<file path="src/rtl/rr_arb_mux_4x1_pkg.sv">
// Shared definitions for the round-robin 4:1 arbiter: state encoding, widths
// and the rotating-priority search used to choose a winner.
package rr_arb_mux_4x1_pkg;

  localparam int N_PORTS = 4;
  localparam int SEL_W   = 2;

  typedef enum logic {
    ST_IDLE = 1'b0,
    ST_BUSY = 1'b1
  } arb_state_e;

  // Return the first requesting port in the order prio, prio+1, ... (mod 4).
  // Scanning from the far end lets the nearest hit overwrite the result.
  function automatic logic [SEL_W-1:0] rr_pick(input logic [N_PORTS-1:0] req,
                                               input logic [SEL_W-1:0]   prio);
    logic [SEL_W-1:0] idx;
    rr_pick = prio;
    for (int k = N_PORTS - 1; k >= 0; k--) begin
      idx = prio + SEL_W'(k);
      if (req[idx]) rr_pick = idx;
    end
  endfunction

endpackage

</file>
<file path="src/rtl/mux_4x1_bus.sv">
// Purely combinational 4:1 bus mux, steered by the arbiter's registered select.
module mux_4x1_bus
  import rr_arb_mux_4x1_pkg::*;
#(
  parameter int WIDTH = 8
) (
  input  logic [SEL_W-1:0] sel_i,
  input  logic [WIDTH-1:0] d0_i,
  input  logic [WIDTH-1:0] d1_i,
  input  logic [WIDTH-1:0] d2_i,
  input  logic [WIDTH-1:0] d3_i,
  output logic [WIDTH-1:0] y_o
);

  always_comb begin
    y_o = d0_i;
    case (sel_i)
      2'd0: y_o = d0_i;
      2'd1: y_o = d1_i;
      2'd2: y_o = d2_i;
      2'd3: y_o = d3_i;
      default: y_o = d0_i;
    endcase
  end

endmodule

</file>
<file path="src/rtl/rr_arb_mux_4x1.sv">
// Round-robin arbiter for four requesters sharing one valid/ready channel.
// Grants are held per packet (or per beat when LOCK_PKT=0), then priority rotates.
module rr_arb_mux_4x1
  import rr_arb_mux_4x1_pkg::*;
#(
  parameter int WIDTH    = 8,
  parameter bit LOCK_PKT = 1'b1
) (
  input  logic               clk,
  input  logic               rst,
  input  logic [N_PORTS-1:0] req,
  input  logic [WIDTH-1:0]   in_data_0,
  input  logic [WIDTH-1:0]   in_data_1,
  input  logic [WIDTH-1:0]   in_data_2,
  input  logic [WIDTH-1:0]   in_data_3,
  input  logic [N_PORTS-1:0] in_last,
  output logic [N_PORTS-1:0] in_ready,
  output logic               out_valid,
  output logic [WIDTH-1:0]   out_data,
  output logic               out_last,
  input  logic               out_ready,
  output logic [N_PORTS-1:0] grant,
  output logic [SEL_W-1:0]   sel,
  output logic               busy
);

  arb_state_e         state_q;
  logic [SEL_W-1:0]   prio_q;
  logic [SEL_W-1:0]   sel_q;
  logic [N_PORTS-1:0] grant_q;
  logic               busy_q;

  logic [SEL_W-1:0]   winner;
  logic [WIDTH-1:0]   mux_data;
  logic               mux_last;
  logic               xfer;
  logic               rel;

  assign winner = rr_pick(req, prio_q);

  mux_4x1_bus #(.WIDTH(WIDTH)) u_data_mux (
    .sel_i (sel_q),
    .d0_i  (in_data_0),
    .d1_i  (in_data_1),
    .d2_i  (in_data_2),
    .d3_i  (in_data_3),
    .y_o   (mux_data)
  );

  mux_4x1_bus #(.WIDTH(1)) u_last_mux (
    .sel_i (sel_q),
    .d0_i  (in_last[0]),
    .d1_i  (in_last[1]),
    .d2_i  (in_last[2]),
    .d3_i  (in_last[3]),
    .y_o   (mux_last)
  );

  // Handshake: a beat moves when out_valid and out_ready are both high in the same
  // cycle; only the granted port sees in_ready, and it mirrors out_ready directly.
  assign out_valid = (state_q == ST_BUSY) & req[sel_q];
  assign out_data  = mux_data;
  assign out_last  = mux_last;
  assign in_ready  = ((state_q == ST_BUSY) && out_ready) ? grant_q : '0;
  assign xfer      = out_valid & out_ready;
  assign rel       = xfer & (mux_last | ~LOCK_PKT);

  assign grant = grant_q;
  assign sel   = sel_q;
  assign busy  = busy_q;

  always_ff @(posedge clk) begin
    if (rst) begin
      state_q <= ST_IDLE;
      prio_q  <= '0;
      sel_q   <= '0;
      grant_q <= '0;
      busy_q  <= 1'b0;
    end else begin
      case (state_q)
        ST_IDLE: begin
          if (|req) begin
            sel_q   <= winner;
            grant_q <= N_PORTS'(1) << winner;
            busy_q  <= 1'b1;
            state_q <= ST_BUSY;
          end
        end
        ST_BUSY: begin
          // sel is left pointing at the last winner; only grant/busy drop.
          if (rel) begin
            prio_q  <= sel_q + SEL_W'(1);
            grant_q <= '0;
            busy_q  <= 1'b0;
            state_q <= ST_IDLE;
          end
        end
        default: state_q <= ST_IDLE;
      endcase
    end
  end

endmodule
</file>
<file path="config.mk">
export PLATFORM = sky130hd
export DESIGN_NAME = rr_arb_mux_4x1
export DESIGN_NICKNAME = d
export VERILOG_FILES = /design/src/rtl/rr_arb_mux_4x1_pkg.sv /design/src/rtl/mux_4x1_bus.sv /design/src/rtl/rr_arb_mux_4x1.sv
export SDC_FILE = /design/constraint.sdc
export NUM_CORES = 1
export LEC_CHECK = 0
export BUFFER_PORTS_ARGS = -buffer_cell sky130_fd_sc_hd__buf_4
export CORE_AREA = 10 10 59 61
export DETAILED_ROUTE_END_ITERATION = 16
export DIE_AREA = 0 0 69 71
export PLACE_DENSITY = 0.76
export SLEW_MARGIN = 20
export SYNTH_ARGS = -nofsm -noshare
export SYNTH_HDL_FRONTEND = slang
export SYNTH_HIERARCHICAL = 1
export SYNTH_SLANG_ARGS = --single-unit
</file>
<file path="constraint.sdc">
create_clock -name clk -period 1.5 [get_ports clk]
set_input_delay 0.15 -clock clk [delete_from_list [all_inputs] [get_ports clk]]
set_output_delay 0.15 -clock clk [all_outputs]
set_load 0.02 [all_outputs]
</file>
==> results of run 1 <==
[metrics by stage]
| stage | cell area (sq um) | hold slack (ps) | util |
|---|---|---|---|
| after global placement | 1275 | 392.5 | 0.5341 |
| final | 1423 | 118.3 | 0.5959 |
| after CTS | 1418 | 112.9 | 0.5938 |
| after global routing | 1423 | 106.3 | 0.5959 |
| after floorplan | 765.7 | 369.0 | - |
| after detailed placement | 1275 | 395.9 | 0.5341 |
[layout make-up]
| type | instances | area [sq um] | share of cell area |
|---|---|---|---|
| flip-flops and latches | 10 | 205.2 | 0.1442 |
| repair buffers | 72 | 603.1 | 0.4239 |
| clock buffers | 4 | 36.28 | 0.02551 |
| well taps | 30 | 37.54 | 0.02639 |
| multi-input cells | 59 | 540.5 | 0.3799 |
[Yosys cell counts]
library cell / n / area [sq um]
mux4_2: 10 / 225.2
xnor2_1: 1 / 8.760
mux2i_1: 1 / 10.01
and3_1: 4 / 25.02
nand2_1: 3 / 11.26
o21ai_0: 1 / 5.000
and3b_1: 1 / 8.760
nor3b_1: 1 / 7.510
nor3_1: 2 / 10.01
clkbuf_2: 1 / 5.000
a21oi_1: 4 / 20.02
or2b_2: 1 / 8.760
nand3b_1: 2 / 15.01
a211oi_1: 1 / 7.510
nand4_4: 1 / 21.27
a21oi_2: 3 / 26.28
buf_4: 1 / 7.510
nor2_1: 12 / 45.04
and2b_4: 1 / 10.01
dfxtp_1: 10 / 200.2
buf_6: 1 / 11.26
a32oi_1: 2 / 17.52
a2bb2oi_1: 1 / 8.760
nor2b_1: 5 / 31.28
and2_2: 1 / 7.510
nor4_1: 1 / 6.260
[worst max-delay path: stages, from the launching register on]
cell     delay, ps
dfxtp_4        380
buf_12         110
mux4_2         540
buf_6          160
[routing by layer]
metal	GRT usage	part of all wire
met1	0.1306	0.41
met4	0.01342	0.0030
met3	0.06276	0.10
met5	0	0
met2	0.2043	0.48
[worst paths after layout]
kind	startpoint	endpoint	slack (ps)	cells past startpoint
worst max-delay path	sel[0]$_SDFFE_PP0P_	out_last	-120	3
worst max register to register	sel[0]$_SDFFE_PP0P_	grant[0]$_SDFFE_PP0P_	-110	6
worst min-delay path	rst	grant[2]$_SDFFE_PP0P_	120	2
worst min register to register	grant[2]$_SDFFE_PP0P_	grant[2]$_SDFFE_PP0P_	480	2
[repair_timing]
item | in CTS | in global routing
pin swaps | 1 | 0
buffers inserted | 6 | 0
resized for setup | 14 | 1
endpoints found under the setup margin | 12 | 18
[registers in the layout, indices dropped and copies added (netlist names)]
signal   cells
prio_q       2
sel          2
state_q      1
busy         1
grant        4
[where the power goes]
part	leakage [nW]	internal [mW]	switching (mW)
logic	0.548	0.271	0.198
clock network	0.0210	0.147	0.0916
registers	0.0832	0.283	0.0210
[logic make-up (layout without fill, tap and decap cells)]
| kind of cell | after synthesis | after routing | share of synthesized area |
|---|---|---|---|
| compound gates | 12 | 12 | 0.1119 |
| flops | 10 | 10 | 0.2632 |
| xor+xnor | 1 | 1 | 0.01152 |
| mux | 11 | 11 | 0.3092 |
| buf+inv | 3 | 76 | 0.03125 |
| simple gates | 35 | 35 | 0.2730 |
==> summary.txt, run 1 <==
Global routing
  – GRT overflow: 0
  – Pin count of the biggest net entering global routing: 12
  – First-pass GRT wire length: 4781 microns
  – Vias in the first global route: 904
  – Total GRT Usage: 0.1187
  – Initial antenna violation count: 0

Power
  – Total power: 1.013 mW
  – Worst vdd ir: 726.6 uV
  – Pleak: 0.6519 nW
  – Pwr dens: 712.1 mW/mm^2

Logic synthesis
  – Cells after synthesis: 72
  – Synthesized flop and latch total: 10
  – Syn_nets: 115
  – Syn avg cell area: 10.57 sq um
  – Post-synthesis sequential area ratio: 0.2632
  – Synth Warn #: 6
  – Unique cell type count in the Yosys netlist: 26
  – Cell Area, Synth: 760.7 sq um

Clocking
  – Total CTS buffers: 3
  – Root Driver: clkbuf_4
  – Clk Latency, worst-skew pair: 260 ps
  – Sink Count: 10
  – CTS Buffer Depth: 2
  – Worst-path clk slew: 60 ps
  – CTS tree: done
  – CTS H-tree lvls: 1
  – Cts hold-fix bufs: 0

Outcome
  – Failing checks: negative setup slack
  – Status: complete, but fails checks

Timing
  – Final Hold Fails: 0
  – Worst Tran Pin Value: 397.3 ps
  – Slew Limit Fails: 0
  – Setup TNS: -1366 ps
  – Minimum clock period: 1616 ps
  – Final setup margin: -116.2 ps
  – FMAX: 0.6187 GHz
  – Slew margin rel.: 0.7327
  – Setup-failing EPs final: 18
  – Clock Skews: 2.800 ps
  – Final worst path period share: 1.077
  – RSZ-0062 raised after global routing: yes

Route
  – Drt wl/cell: 17.26 microns
  – DR iter-0 viols: 28
  – Vias: 875
  – Via density: 5.000
  – WL final: 3020 microns
  – First-pass DRT Iterations: 3
  – Drt drc: 0
  – Remaining antenna violation count: 0

Die
  – Top Ports: 64
  – Core Rows: 18
  – Core Region: 0.002387 sq mm
  – Chip height: 71 microns
  – Initial Util: 0.3187
  – Die W: 69 microns
  – Full die area: 0.004899 sq mm

Cells and area
  – FILL cells: 184
  – Most common cell after layout, fill and taps aside: buf_4
  – Commonest cells after routing, fill and taps aside: buf_4, nor2_1, mux4_2, buf_6, dfxtp_1
  – Non-filler cells, final: 175
  – Synth-to-layout area growth: 87.01%
  – Share of cells above drive strength 1: 0.6621
  – Nets: 189
  – Antenna diode count: 0

Job
  – Max Cap Violations: 0

Critical path
  – Setup CP Type: reg2out
  – Critical Path RT: 1350 ps
  – Startpoint types: register
  – CP endpoint kind: output port
  – Critical Path Fanout Max: 3
  – Critical Path AT: 1470 ps

Placed design
  – PortBufs: 63
  – Dpl hpwl: 2567 microns
  – Placer Congestion: 0.8610
  – Placed insts: 165
  – Setup slack after placement: -3.222 ps

Hold path
  – Worst min path class: in2reg
(Power assumes the default switching activity.)
==> run 2, diff against run 1 <==
--- a/config.mk
+++ b/config.mk
@@ -6,10 +6,11 @@
 export NUM_CORES = 1
 export LEC_CHECK = 0
 export BUFFER_PORTS_ARGS = -buffer_cell sky130_fd_sc_hd__buf_4
-export CORE_AREA = 10 10 59 61
+export CORE_AREA = 2 2 51 53
 export DETAILED_ROUTE_END_ITERATION = 16
-export DIE_AREA = 0 0 69 71
+export DIE_AREA = 0 0 53 55
 export PLACE_DENSITY = 0.76
+export SKIP_CTS_REPAIR_TIMING = 1
 export SLEW_MARGIN = 20
 export SYNTH_ARGS = -nofsm -noshare
 export SYNTH_HDL_FRONTEND = slang
==> run 2 against run 1 <==
Effect of this change:
- critical endpoint is now out_valid
- worst setup slack worse by 7.1 ps
- clock-buffer cell count stayed put
- the run still ends with negative setup slack left
- register-to-register slack improved by 110 ps
- fmax fell by 0.44%
- wire length down 17%
- via count grew 1.4%
- largest cell class unchanged
- first-iteration DRC count fell by 61%
==> summary.txt, run 2 (synthesized netlist as in run 1, its figures left out) <==
Cells and area
  – Share of cells above drive strength 1: 0.6525
  – Nets: 185
  – Antenna diode count: 0
  – Synth-to-layout area growth: 81.58%
  – Commonest cells after routing, fill and taps aside: buf_4, nor2_1, mux4_2, buf_6, dfxtp_1
  – Max reg flops: 4
  – Most common cell after layout, fill and taps aside: buf_4
  – Final core occ: 0.5841

Outcome
  – Status: complete, but fails checks
  – Failing checks: negative setup slack

Power
  – Pwr dens: 723.5 mW/mm^2
  – Pleak: 0.6296 nW
  – Cell Int Power: 687.0 uW
  – Sequential power share: 0.304
  – Clock power frac: 0.250
  – Worst vdd ir: 547.6 uV
  – Power share of the combinational group: 0.446
  – Psw: 312.4 uW
  – Sw Ratio: 0.3125

Global routing
  – Total GRT Usage: 0.1595
  – Pin count of the biggest net entering global routing: 12
  – Initial antenna violation count: 0
  – First-pass GRT wire length: 3367 microns
  – GRT overflow: 0
  – Vias in the first global route: 813

Timing
  – Final setup margin: -123.4 ps
  – Worst Tran Pin Value: 419.0 ps
  – Final Hold Fails: 0
  – Slew margin rel.: 0.7196
  – Final worst path period share: 1.082
  – Setup TNS: -837.5 ps
  – Minimum clock period: 1623 ps
  – Slew Limit Fails: 0
  – RSZ-0062 raised after global routing: yes
  – Setup-failing EPs final: 11
  – Fin Hold WS: 115.4 ps
  – Clock Skews: 0.8950 ps
  – FMAX: 0.6160 GHz

Placed design
  – Dpl hpwl: 1974 microns
  – Placer Congestion: 0.8118
  – PortBufs: 63

Die
  – Full die area: 0.002915 sq mm
  – Initial Util: 0.3217
  – Chip height: 55 microns
  – Die W: 53 microns
  – Core Region: 0.002365 sq mm
  – Top Ports: 64
  – Core Rows: 18

Clocking
  – Worst-path clk slew: 70 ps
  – CTS H-tree lvls: 1
  – Total CTS buffers: 3
  – CTS Buffer Depth: 2
  – Sink Count: 10
  – Clk Latency, worst-skew pair: 270 ps
  – Root Driver: clkbuf_4
  – CTS tree: done

Critical path
  – Setup CP Type: reg2out
  – FF-to-FF Start: sel[0]$_SDFFE_PP0P_
  – CP bufs+invs: 1
  – Critical Path Max Stage Delay: 540 ps
  – Delay-heaviest family, CP: multiplexers
  – Startpoint types: register
  – Crit path cell chain: mux4_2 -> and2_4 -> buf_6
  – CP endpoint kind: output port
  – Critical Path RT: 1350 ps
  – Critical Path AT: 1470 ps
  – Worst Setup SP: sel[1]$_SDFFE_PP0P_
  – Critical Path Fanout Max: 3
  – Critical-path top delay cell: mux4_2

Hold path
  – Worst min path class: in2reg
  – Hold Path Origin: rst

Route
  – Vias: 887
  – Via density: 5.187
  – Drt wl/cell: 14.61 microns
  – DR iter-0 viols: 11
  – Drt drc: 0
  – WL final: 2498 microns
  – First-pass DRT Iterations: 4
  – Remaining antenna violation count: 0

Job
  – Max Cap Violations: 0
==> run 2: cell types whose count changed in the layout (fill, tap and decap cells not counted) <==
cell / delta
a21oi_2: +1
buf_12: -1
nand2_1: +1
a21oi_1: -1
nand2_2: -1
buf_4: -3
==> run 2: layout make-up <==
type                    instances  area, sq um
fillers                       208        983.4
repair buffers                 68        560.5
multi-input cells              59        541.8
flip-flops and latches         10        205.2
well taps                      30        37.54
clock buffers                   4        36.28
==> run 2: per-stage QoR <==
stage / setup slack, ps / power, mW / area, sq um / cells
final: -123.4 / 0.9994 / 1381 / 171
after global routing: -165.6 / 1.051 / 1381 / 171
after CTS: -209.3 / 0.9733 / 1319 / 170
after detailed placement: 43.67 / 0.7213 / 1282 / 166
after global placement: 84.32 / 0.7152 / 1282 / 166
after floorplan: -65.74 / 0.5264 / 765.7 / 72
==> run 2: metal layers <==
layer  track usage  vias to the layer above  wire length [microns]
met2        0.3250                       61                   1324
li1              -                      417                      -
met1        0.1544                      409                    789
met3       0.04301                        0                    385
met4       0.05128                        0                      0
met5             0                        -                      0
==> run 2: power by group through the flow <==
stage	clock network, mW	registers (mW)	logic [mW]
2_1_floorplan	0	0.324	0.202
3_3_place_gp	0	0.309	0.407
3_5_place_dp	0	0.309	0.412
4_1_cts	0.257	0.303	0.413
5_1_grt	0.270	0.307	0.473
6_report	0.250	0.304	0.446
==> run 2: path summary, 6_finish.rpt <==
path | end | slack, ps | cells past startpoint
max | out_valid | -120 | 3
min | grant[2]$_SDFFE_PP0P_ | 120 | 2
max reg2reg | grant[0]$_SDFFE_PP0P_ | 0 | 5
min reg2reg | grant[2]$_SDFFE_PP0P_ | 480 | 2
==> run 3, diff against run 2 <==
--- a/config.mk
+++ b/config.mk
@@ -6,10 +6,12 @@
 export NUM_CORES = 1
 export LEC_CHECK = 0
 export BUFFER_PORTS_ARGS = -buffer_cell sky130_fd_sc_hd__buf_4
-export CORE_AREA = 2 2 51 53
+export CORE_AREA = 2 2 50 52
+export CTS_BUF_LIST = sky130_fd_sc_hd__clkbuf_8
 export DETAILED_ROUTE_END_ITERATION = 16
-export DIE_AREA = 0 0 53 55
-export PLACE_DENSITY = 0.76
+export DIE_AREA = 0 0 52 54
+export GPL_ROUTABILITY_DRIVEN = 0
+export PLACE_DENSITY = 0.79
 export SKIP_CTS_REPAIR_TIMING = 1
 export SLEW_MARGIN = 20
 export SYNTH_ARGS = -nofsm -noshare
==> run 3 against run 2 <==
Effect of this change:
- the flow still finishes with violations (negative setup slack)
- combinational power is 3% higher
- fmax is 4.1% higher
- sequential share of layout area is 0.34 points lower
- critical path type unchanged
- largest cell class unchanged
==> summary.txt, run 3 (synthesized netlist as in run 1, its figures left out) <==
Outcome
  – Status: complete, but fails checks
  – Failing checks: negative setup slack

Die
  – Core Region: 0.002320 sq mm
  – Top Ports: 64
  – Full die area: 0.002808 sq mm
  – Chip height: 54 microns
  – Initial Util: 0.3279
  – Die W: 52 microns
  – Core Rows: 18

Timing
  – Final worst path period share: 1.040
  – Setup-failing EPs final: 9
  – Worst Tran Pin Value: 436.4 ps
  – Final setup margin: -59.67 ps
  – Slew margin rel.: 0.7064
  – Final Hold Fails: 0
  – Clock Skews: 5.272 ps
  – Minimum clock period: 1560 ps
  – RSZ-0062 raised after global routing: yes
  – Slew Limit Fails: 0
  – FMAX: 0.6412 GHz

Placed design
  – Placed insts: 166
  – PortBufs: 63
  – Dpl hpwl: 2071 microns

Power
  – Sequential power share: 0.278
  – Sw Ratio: 0.2918
  – Cell Int Power: 776.6 uW
  – Power share of the combinational group: 0.419
  – Clock power frac: 0.303
  – Worst vdd ir: 545.6 uV
  – Psw: 320.0 uW
  – Pleak: 0.6457 nW
  – Pwr dens: 775.6 mW/mm^2

Route
  – WL final: 2590 microns
  – Metal3 WL: 328 microns
  – First-pass DRT Iterations: 4
  – Via density: 5.052
  – Max Used Layer: met4
  – Vias: 869
  – Drt wl/cell: 15.06 microns
  – Drt drc: 0
  – Remaining antenna violation count: 0
  – DR iter-0 viols: 11
  – Met2 wire length: 1406 microns
  – Met1 WL: 823 microns

Clocking
  – Root Driver: clkbuf_8
  – CTS Buffer Depth: 2
  – Worst-path clk slew: 50 ps
  – CTS tree: done
  – Clk Latency, worst-skew pair: 230 ps
  – CTS H-tree lvls: 1
  – Sink Count: 10
  – Total CTS buffers: 3

Critical path
  – Critical Path RT: 1350 ps
  – CP endpoint kind: output port
  – Critical Path Fanout Max: 8
  – Startpoint types: register
  – Reg2reg setup slack: 0 ps
  – R2R depth: 5
  – Critical Path AT: 1410 ps
  – R2R Path End: grant[3]$_SDFFE_PP0P_
  – Setup CP Type: reg2out
  – FF-to-FF Start: sel[0]$_SDFFE_PP0P_

Cells and area
  – Share of cells above drive strength 1: 0.6620
  – Non-filler cells, final: 172
  – Commonest cells after routing, fill and taps aside: buf_4, nor2_1, mux4_2, buf_6, dfxtp_1
  – Final core occ: 0.6095
  – Nets: 186
  – Synth-to-layout area growth: 85.86%
  – FILL cells: 177
  – Max reg flops: 4
  – Most common cell after layout, fill and taps aside: buf_4
  – Antenna diode count: 0

Hold path
  – Hold Path Origin: rst
  – Hold Path End: grant[2]$_SDFFE_PP0P_
  – Hold depth: 2
  – Worst min path class: in2reg

Global routing
  – Initial antenna violation count: 0
  – First-pass GRT wire length: 3622 microns
  – Pin count of the biggest net entering global routing: 12
  – Total GRT Usage: 0.1759
  – GRT overflow: 0
  – Vias in the first global route: 812

Job
  – Max Cap Violations: 0
## run 3: worst max-delay path: stages, from the launching register on
cell and delay (ps):
dfxtp_4 370, buf_12 140, mux4_2 510, buf_6 150
## run 3: routing by layer
| metal | up-vias | GRT usage |
|---|---|---|
| met5 | - | 0 |
| met4 | 0 | 0.07018 |
| met3 | 4 | 0.07222 |
| met2 | 44 | 0.3418 |
| met1 | 404 | 0.1610 |
| li1 | 417 | - |
## run 3: metrics by stage
step | hold WS, ps | worst slack, ps | TNS, ps | area, sq um | power (mW)
after floorplan | 369.0 | -65.74 | -199.5 | 765.7 | 0.5264
after CTS | 145.3 | -162.5 | -1381 | 1338 | 1.061
after global placement | 389.3 | 70.39 | 0 | 1282 | 0.7166
after detailed placement | 394.0 | 41.19 | 0 | 1282 | 0.7239
after global routing | 151.9 | -99.46 | -1035 | 1414 | 1.153
final | 146.3 | -59.67 | -459.5 | 1414 | 1.097
## run 3: how the worst max path moves through the flow
stage | from | end | depth (start not counted)
after detailed placement | sel[0]$_SDFFE_PP0P_ | grant[2]$_SDFFE_PP0P_ | 5
after floorplan | sel[0]$_SDFFE_PP0P_ | grant[0]$_SDFFE_PP0P_ | 5
after global placement | sel[0]$_SDFFE_PP0P_ | grant[0]$_SDFFE_PP0P_ | 5
after global routing | sel[0]$_SDFFE_PP0P_ | out_data[0] | 3
final | sel[0]$_SDFFE_PP0P_ | out_data[3] | 3
after CTS | sel[0]$_SDFFE_PP0P_ | out_data[3] | 3
## run 3: layout make-up
| cell class | instances | area (sq um) | share of cell area |
|---|---|---|---|
| clock buffer | 4 | 55.05 | 0.03894 |
| multi-input combinational | 59 | 548.0 | 0.3876 |
| sequential | 10 | 205.2 | 0.1451 |
| tap | 30 | 37.54 | 0.02655 |
| timing repair buffer | 69 | 568.0 | 0.4018 |
## run 3: power by group through the flow
stage | clock network, mW | registers (mW) | logic, mW
final | 0.333 | 0.304 | 0.460
after global routing | 0.361 | 0.308 | 0.485
after CTS | 0.340 | 0.305 | 0.416
after detailed placement | 0 | 0.310 | 0.414
after global placement | 0 | 0.309 | 0.408
after floorplan | 0 | 0.324 | 0.202
